$ cat src/rtl/mdu.sv
// mdu: RV32M multiply/divide unit with a fixed-latency bit-serial datapath.
// Ports:  clk            - sole clock, rising edge
//         resetn         - synchronous reset, active HIGH despite the name
//         start          - request an operation; sampled only while idle
//         funct3[2:0]    - MUL, MULH, MULHSU, MULHU, DIV, DIVU, REM, REMU
//         x, y[XLEN-1:0] - operands rs1, rs2
//         busy           - high in RUN and DONE
//         done           - one-cycle pulse, out valid in that cycle
//         out[XLEN-1:0]  - registered result, held until the next done
// Build option: define MDU_FAST_MUL_EN for a single-cycle multiplier
// (multiplies go IDLE -> DONE); divides always take the iterative path.
module mdu #(
    parameter int XLEN = 32
) (
    input  logic            clk,
    input  logic            resetn,
    input  logic            start,
    input  logic [2:0]      funct3,
    input  logic [XLEN-1:0] x,
    input  logic [XLEN-1:0] y,
    output logic            busy,
    output logic            done,
    output logic [XLEN-1:0] out
);
    localparam int CW = $clog2(XLEN + 1);
    typedef enum logic [1:0] {IDLE, RUN, DONE} state_t;
    state_t state_q, state_d;
    logic [CW-1:0] cnt_q, cnt_d;
    logic [2:0] op_q, op_d;
    logic neg_q, neg_d;
    logic [XLEN-1:0] a_q, a_d, q_q, q_d, r_q, r_d, out_q, out_d;
    logic x_sgn, y_sgn, xs, ys, ok;
    logic [XLEN-1:0] xm, ym, res;
    logic [XLEN:0] msum, rsh;
    logic [2*XLEN-1:0] prod, pres;
`ifdef MDU_FAST_MUL_EN
    logic [2*XLEN-1:0] fprod;
    always_comb fprod = {{XLEN{xs}}, x} * {{XLEN{ys}}, y};
`endif
    always_ff @(posedge clk) begin
        if (resetn) begin
            state_q <= IDLE;
            cnt_q   <= '0;
            op_q    <= '0;
            neg_q   <= 1'b0;
            a_q     <= '0;
            q_q     <= '0;
            r_q     <= '0;
            out_q   <= '0;
        end else begin
            state_q <= state_d;
            cnt_q   <= cnt_d;
            op_q    <= op_d;
            neg_q   <= neg_d;
            a_q     <= a_d;
            q_q     <= q_d;
            r_q     <= r_d;
            out_q   <= out_d;
        end
    end
    // a holds the multiplicand/divisor magnitude, q the multiplier/dividend
    // (shifted out as the product low half / quotient), r the high half/remainder.
    always_comb begin
        x_sgn = funct3[2] ? !funct3[0] : (funct3[1:0] == 2'b01 || funct3[1:0] == 2'b10);
        y_sgn = funct3[2] ? !funct3[0] : (funct3[1:0] == 2'b01);
        xs    = x_sgn && x[XLEN-1];
        ys    = y_sgn && y[XLEN-1];
        xm    = xs ? -x : x;
        ym    = ys ? -y : y;
        msum  = {1'b0, r_q} + {1'b0, (q_q[0] ? a_q : {XLEN{1'b0}})};
        rsh   = {r_q, q_q[XLEN-1]};
        ok    = rsh >= {1'b0, a_q};
        prod  = {r_q, q_q};
        pres  = neg_q ? -prod : prod;
        res   = !op_q[2] ? ((op_q[1:0] == 2'b00) ? pres[XLEN-1:0] : pres[2*XLEN-1:XLEN])
              : op_q[1]  ? (neg_q ? -r_q : r_q)
              :            (neg_q ? -q_q : q_q);
    end
    // Divide-by-zero quotient must stay all-ones, so it is never negated;
    // the overflow case falls out of the magnitude arithmetic unaided.
    always_comb begin
        state_d = state_q;
        cnt_d   = cnt_q;
        op_d    = op_q;
        neg_d   = neg_q;
        a_d     = a_q;
        q_d     = q_q;
        r_d     = r_q;
        out_d   = out_q;
        case (state_q)
            IDLE: if (start) begin
                state_d = RUN;
                cnt_d   = CW'(XLEN);
                op_d    = funct3;
                neg_d   = funct3[2] ? (funct3[1] ? xs : ((xs ^ ys) && (y != '0))) : (xs ^ ys);
                a_d     = funct3[2] ? ym : xm;
                q_d     = funct3[2] ? xm : ym;
                r_d     = '0;
`ifdef MDU_FAST_MUL_EN
                if (!funct3[2]) begin
                    state_d = DONE;
                    out_d   = (funct3[1:0] == 2'b00) ? fprod[XLEN-1:0] : fprod[2*XLEN-1:XLEN];
                end
`endif
            end
            RUN: if (cnt_q == '0) begin
                state_d = DONE;
                out_d   = res;
            end else begin
                cnt_d = cnt_q - 1'b1;
                r_d   = !op_q[2] ? msum[XLEN:1] : (ok ? rsh[XLEN-1:0] - a_q : rsh[XLEN-1:0]);
                q_d   = !op_q[2] ? {msum[0], q_q[XLEN-1:1]} : {q_q[XLEN-2:0], ok};
            end
            DONE: state_d = IDLE;
            default: state_d = IDLE;
        endcase
    end
    always_comb begin
        busy = state_q != IDLE;
        done = state_q == DONE;
        out  = out_q;
    end
endmodule
$ cat config.mk
export PLATFORM = sky130hd
export DESIGN_NAME = mdu
export DESIGN_NICKNAME = d
export VERILOG_FILES = /design/src/rtl/mdu.sv
export SDC_FILE = /design/constraint.sdc
export NUM_CORES = 1
export LEC_CHECK = 0
export CAP_MARGIN = 20
export CORE_UTILIZATION = 45
export CTS_CLUSTER_DIAMETER = 100
export CTS_CLUSTER_SIZE = 10
export DETAILED_ROUTE_END_ITERATION = 7
export GPL_ROUTABILITY_DRIVEN = 0
export HOLD_SLACK_MARGIN = 0.08
export PLACE_DENSITY_LB_ADDON = 0.05
export SETUP_SLACK_MARGIN = 0.4
export SYNTH_ARGS = -nofsm -noshare
export SYNTH_HDL_FRONTEND = slang
export SYNTH_SLANG_ARGS = --single-unit
export TNS_END_PERCENT = 50
$ cat constraint.sdc
create_clock -name clk -period 5.9 [get_ports clk]
set_input_delay 1.18 -clock clk [delete_from_list [all_inputs] [get_ports clk]]
set_output_delay 1.18 -clock clk [all_outputs]
set_load 0.005 [all_outputs]
## Word level (Yosys, flattened, before mapping)

Cells that the tools add are included.

| storage, ports and cells | value |
|---|---|
| register bits after elaboration | 140 |
| word-level logic and storage cells | 70 |

| operators by class | value |
|---|---|
| add/sub/neg operators | 8 |
| eq/ne operators | 7 |
| mux-type cells | 30 |
| reduce and logical (&&, ||, !) cells | 15 |
| bitwise operators | 1 |
| magnitude comparators | 1 |

Operators with widths:

| cell | count |
|---|---|
| 32-bit 2-to-1 mux | 17 |
| 32-bit negator | 4 |
| 32-bit case mux with 2 select lines | 2 |
| 64-bit 2-to-1 mux | 1 |
| 64-bit negator | 1 |
| 32-bit by 32-bit adder with 33-bit output | 1 |
| 33-bit by 32-bit >= comparator with 1-bit output | 1 |
| 32-bit nonzero test | 1 |
| 32-bit subtractor | 1 |
| 6-bit 2-to-1 mux | 2 |
| 6-bit case mux with 2 select lines | 1 |
| 6-bit zero test | 1 |
| 2-bit inequality test, second input constant | 3 |
| 2-bit AND reduction | 3 |
| 6-bit by 1-bit subtractor with 6-bit output, second input constant | 1 |
| 2-bit by 1-bit == test with 1-bit output, second input constant | 2 |
| 2-bit == test, second input constant | 2 |
| 2-bit zero test | 2 |
| 1-bit 2-to-1 mux | 4 |
| 2-bit 2-to-1 mux | 2 |
| 2-bit case mux with 2 select lines | 1 |
| 2-bit nonzero test | 2 |
| 1-bit logical AND | 3 |
| 3-bit AND reduction | 1 |
| 3 further kinds | 3 |

## Logic depth before layout (Yosys ltp)

| depth | value |
|---|---|
| depth in word-level cells | 8 |
| mapped depth | 16 |
| mapped depth without buffers | 14 |

## Worst setup path before layout

Ideal clock, no wire load.

| timing | value |
|---|---|
| kind | input port to flip-flop |
| start point | in x[10] |
| end point | reg q_q[28] |
| slack | 2.163 ns |
| cell stages on the path | 10 |
| data arrival time | 3.605 ns |
| buffers on the path | 0 |
| setup time | 0.132 ns |
| cells stage by stage | or4_1 or3_1 or4_1 nor4_4 nand2_1 o21ai_0 xor2_1 a21oi_1 a21oi_1 nor3_1 |

| on the way | value |
|---|---|
| longest elaborated chain between the ends | 5 |

RTL lines:

| what | RTL line | text |
|---|---|---|
| start, declared | 19 | `input logic [XLEN-1:0] x,` |
| 32-bit negator | 68 | `xm = xs ? -x : x;` |
| 32-bit 2-to-1 mux | 68 |  |
| 32-bit 2-to-1 mux | 97 | `q_d = funct3[2] ? xm : ym;` |
| 32-bit 2-to-1 mux | 91 | `IDLE: if (start) begin` |
| 32-bit case mux with 2 select lines | 90 | `case (state_q)` |
| end signal, assigned | 56 | `q_q <= q_d;` |
| end, declared | 31 | `logic [XLEN-1:0] a_q, a_d, q_q, q_d, r_q, r_d, out_q, out_d;` |

Every way passes these cells. The select of a mux whose other input is x is not followed.
A chain may end at the register's enable or synchronous reset.

## Final worst setup path

| timing | value |
|---|---|
| start point | reg q_q[0] |
| end point | reg r_q[31] |

| on the way | value |
|---|---|
| longest elaborated chain between the ends | 5 |

RTL lines:

| what | RTL line | text |
|---|---|---|
| 32-bit 2-to-1 mux | 70 | `msum = {1'b0, r_q} + {1'b0, (q_q[0] ? a_q : {XLEN{1'b0}})};` |
| 32-bit by 32-bit adder with 33-bit output | 70 |  |
| 32-bit 2-to-1 mux | 111 | `r_d = !op_q[2] ? msum[XLEN:1] : (ok ? rsh[XLEN-1:0] - a_q : rsh[XLEN-1:0]);` |
| 32-bit 2-to-1 mux | 106 | `RUN: if (cnt_q == '0) begin` |
| 32-bit case mux with 2 select lines | 90 |  |
| end signal, assigned | 57 | `r_q <= r_d;` |
| end, declared | 31 |  |

Every way passes these cells. The select of a mux whose other input is x is not followed.

==> flow_metrics.env <==
export IMPL_finalWorstPathRequiredPeriod_ns=4.14
export IMPL_skew_ns=0.0148
export IMPL_synth_top_family_by_area="compound AO/OA/AOI/OAI gates"
export IMPL_max_freq_mhz=242
export IMPL_synth_xor_area_share_pct=11.6
export IMPL_setup_viol=0
export IMPL_die_height_um=177
export IMPL_cts_inserted_buffers=17
export IMPL_first_pass_iters=6
export IMPL_portBuffers=103
export IMPL_wl_met1_mm=23.0
export IMPL_synth_seq_cells=140
export IMPL_post_cts_resized=0
export IMPL_syn_area_sq_mm=0.0137
export IMPL_p_per_area_mw_per_mm2=293
export IMPL_seqPwrFrac_pct=29.8
export IMPL_postSynthCellCount=1959
export IMPL_top_layer_used="met4"
export IMPL_root_buffer="clkbuf_16"
export IMPL_htree_levels=4
export IMPL_slew_headroom_pct=23.1
export IMPL_ant_nets=0
export IMPL_hp_start="out[10]"
export IMPL_stdcell_area_sq_mm=0.0155
export IMPL_finalWirelength_mm=51.4
export IMPL_clkPwrFrac_pct=25.4
export IMPL_drc_errors=0
export IMPL_cp_arrival_ns=4.49
export IMPL_power_total_w=0.00455
export IMPL_synthTopCellsByArea="dfxtp_1, nor2_1, ha_1, a21oi_1, xnor2_1"
export IMPL_async_reset_ff_share_pct=0
export IMPL_clk_insertion_delay_late_ns=0.46
export IMPL_fin_ws_ns=1.76
export IMPL_fin_nets=2116
export IMPL_ys_seq_area_share_pct=20.4
export IMPL_synth_compound_area_share_pct=28.7
export IMPL_grt_pass1_wl_mm=79.5
export IMPL_pre_cts_ws_ns=1.33
export IMPL_r2r_slack_ns=1.76
export IMPL_endpoint_kind="register"
export IMPL_diodes=0
export IMPL_syn_area_per_cell_sq_um=7.01
export IMPL_cts_hold_buf=0
export IMPL_crit_path_max_fanout=23
export IMPL_worstReg2RegEnd="r_q[31]"
export IMPL_cts_tree="done"
export IMPL_slew_violations=0
export IMPL_dp_hpwl_mm=39.0
export IMPL_cts_buffer_depth=2
export IMPL_met2_length_mm=22.0
export IMPL_r2r_start="q_q[0]"
export IMPL_start_kind="register"
export IMPL_worstMarginPinSlew_ns=1.15
export IMPL_synth_edf_count=0
export IMPL_power_leakage_nw=6.36
export IMPL_grt_util_all_layers_pct=33.3
export IMPL_vias_per_cell=6.22
export IMPL_path_class="register to register"
export IMPL_required_ns=6.26
export IMPL_drv_cap=0
export IMPL_final_setup_tns_ns=0
export IMPL_synth_flop_cell="dfxtp_1"
export IMPL_power_switching_w=0.00202
export IMPL_met3WireLength_mm=4.09
export IMPL_outcome="complete, no violations"
export IMPL_hold_viol=0
export IMPL_drt_initial_drc_count=1737
export IMPL_drive_above_1_share_pct=5.24
export IMPL_num_vias=14800
export IMPL_grt_pass1_vias=13600
export IMPL_synth_fp_nets=2102
export IMPL_die_area_sq_mm=0.0312
export IMPL_wl_per_cell_um=21.6
export IMPL_post_cts_setup_buffer_count=0
export IMPL_reg2reg_depth=13
export IMPL_hold_depth=2
export IMPL_ios=104
export IMPL_grt_overflow=0
export IMPL_grt_max_degree=84
export IMPL_synth_top_area_share_pct=20.4
export IMPL_synth_cell_types=79
export IMPL_rsz0062_at_grt="no"
export IMPL_std_cell_rows=63
export IMPL_initial_core_util_pct=46.1
export IMPL_die_w_um=177
export IMPL_yosys_area_share_simple_pct=23.0
export IMPL_ys_warn_count=0
export IMPL_coreArea_sq_mm=0.0298
export IMPL_min_to="out[10]"
export IMPL_peakVddDrop_v=0.000260
export IMPL_fin_crit_sh_pct=70.1
export IMPL_cts_sinks=140
export IMPL_antenna_found_initial=0
export IMPL_syn_to_final_growth_pct=13.2
export IMPL_hold_path_class="register to register"
export IMPL_power_frac_comb_pct=44.9
export IMPL_postPlaceCellArea_sq_mm=0.0149
export IMPL_fin_util_pct=52.2
export IMPL_p_int_w=0.00254
export IMPL_synthMuxAreaShare_pct=3.76
export IMPL_synth_fa_ha_area_share_pct=6.76
export IMPL_clk_pin_slew_worst_paths_ns=0.08
export IMPL_switching_share_pct=44.3
export IMPL_synth_top_area_cell="dfxtp_1"
## synth_stat cells (30+ instances only)
cell type,instances
nor2_1,258
nand2_1,212
a21oi_1,168
o21ai_0,146
dfxtp_1,140
clkbuf_1,120
xnor2_1,92
xor2_1,90
ha_1,71
inv_1,69
nor3_1,50
mux2i_1,47
a211oi_1,46
o31ai_1,32
a21o_1,30
o211ai_1,30
## area by class of cell
class	instances	area (sq um)
tap	390	488
sequential	140	2810
clock inverter	13	155
multi-input combinational	1614	10200
timing repair buffer	129	1220
inverter	71	267
clock buffer	19	453
fill	3016	14300
## power by group through the flow
stage | registers, W | logic (W) | clock network (W)
CTS | 0.00135 | 0.00200 | 0.00116
finish | 0.00135 | 0.00204 | 0.00115
detailed placement | 0.00137 | 0.00199 | 0
global route | 0.00137 | 0.00222 | 0.00120
floorplan | 0.00124 | 0.00140 | 0
global placement | 0.00136 | 0.00198 | 0
## critical path, stage by stage, from the launching register on
cell	delay [ns]
dfxtp_1	0.31
inv_1	0.62
nor2_1	0.13
ha_1	0.37
nor2b_1	0.16
o31ai_1	0.33
a21oi_1	0.25
a211o_1	0.36
a211oi_1	0.52
o21a_1	0.27
o21ai_0	0.16
a21oi_1	0.18
o21ai_0	0.10
a32o_1	0.26
## logic make-up after synthesis
group | Yosys count
fa+ha+maj | 73
buf+inv | 205
simple gates | 689
compound gates | 619
mux | 51
xor+xnor | 182
flops | 140
## routing by layer
layer / GRT usage, % / vias up
met5: 0 / -
met4: 16.2 / 0
met3: 5.48 / 103
met2: 49.5 / 672
met1: 46.3 / 6938
li1: - / 7059
## placed cells by master, fill, tap and decap left out, drive strengths merged, types with 14 or more instances in the layout
cell and instances:
a211oi 46, a21o 30, a21oi 169, a22oi 17, a31oi 25, buf 28
clkbuf 19, clkdlybuf4s50 101, dfxtp 140, ha 71, inv 75, mux2i 47
nand2 212, nand2b 14, nand3 25, nor2 258, nor3 50, nor4 20
o211ai 30, o21ai 151, o221ai 17, o31ai 32, or2 15, or3 23
xnor2 92, xor2 90
## flip-flops by register name, indices dropped and copies added, names as in the netlist
| signal | count |
|---|---|
| a_q | 32 |
| out | 32 |
| q_q | 32 |
| r_q | 32 |
| cnt_q | 6 |
| op_q | 3 |
| state_q | 2 |
| neg_q | 1 |
## stage by stage
step	cells	hold WS, ns
after detailed placement	2344	0.435
after global placement	2344	0.425
final	2376	0.437
after CTS	2376	0.444
after floorplan	1959	0.432
after global routing	2376	0.461
## worst max-delay path by stage
| stage | startpoint | end | slack [ns] | cells after the start |
|---|---|---|---|---|
| 2_1_floorplan | x[10] | q_q[28] | 2.16 | 10 |
| 3_3_place_gp | y[8] | a_q[26] | 1.33 | 10 |
| 3_5_place_dp | y[8] | a_q[26] | 1.33 | 10 |
| 4_1_cts | y[8] | a_q[26] | 1.80 | 10 |
| 5_1_grt | y[8] | q_q[30] | 1.52 | 11 |
| 6_report | q_q[0] | r_q[31] | 1.76 | 13 |
(Power assumes the default switching activity.)
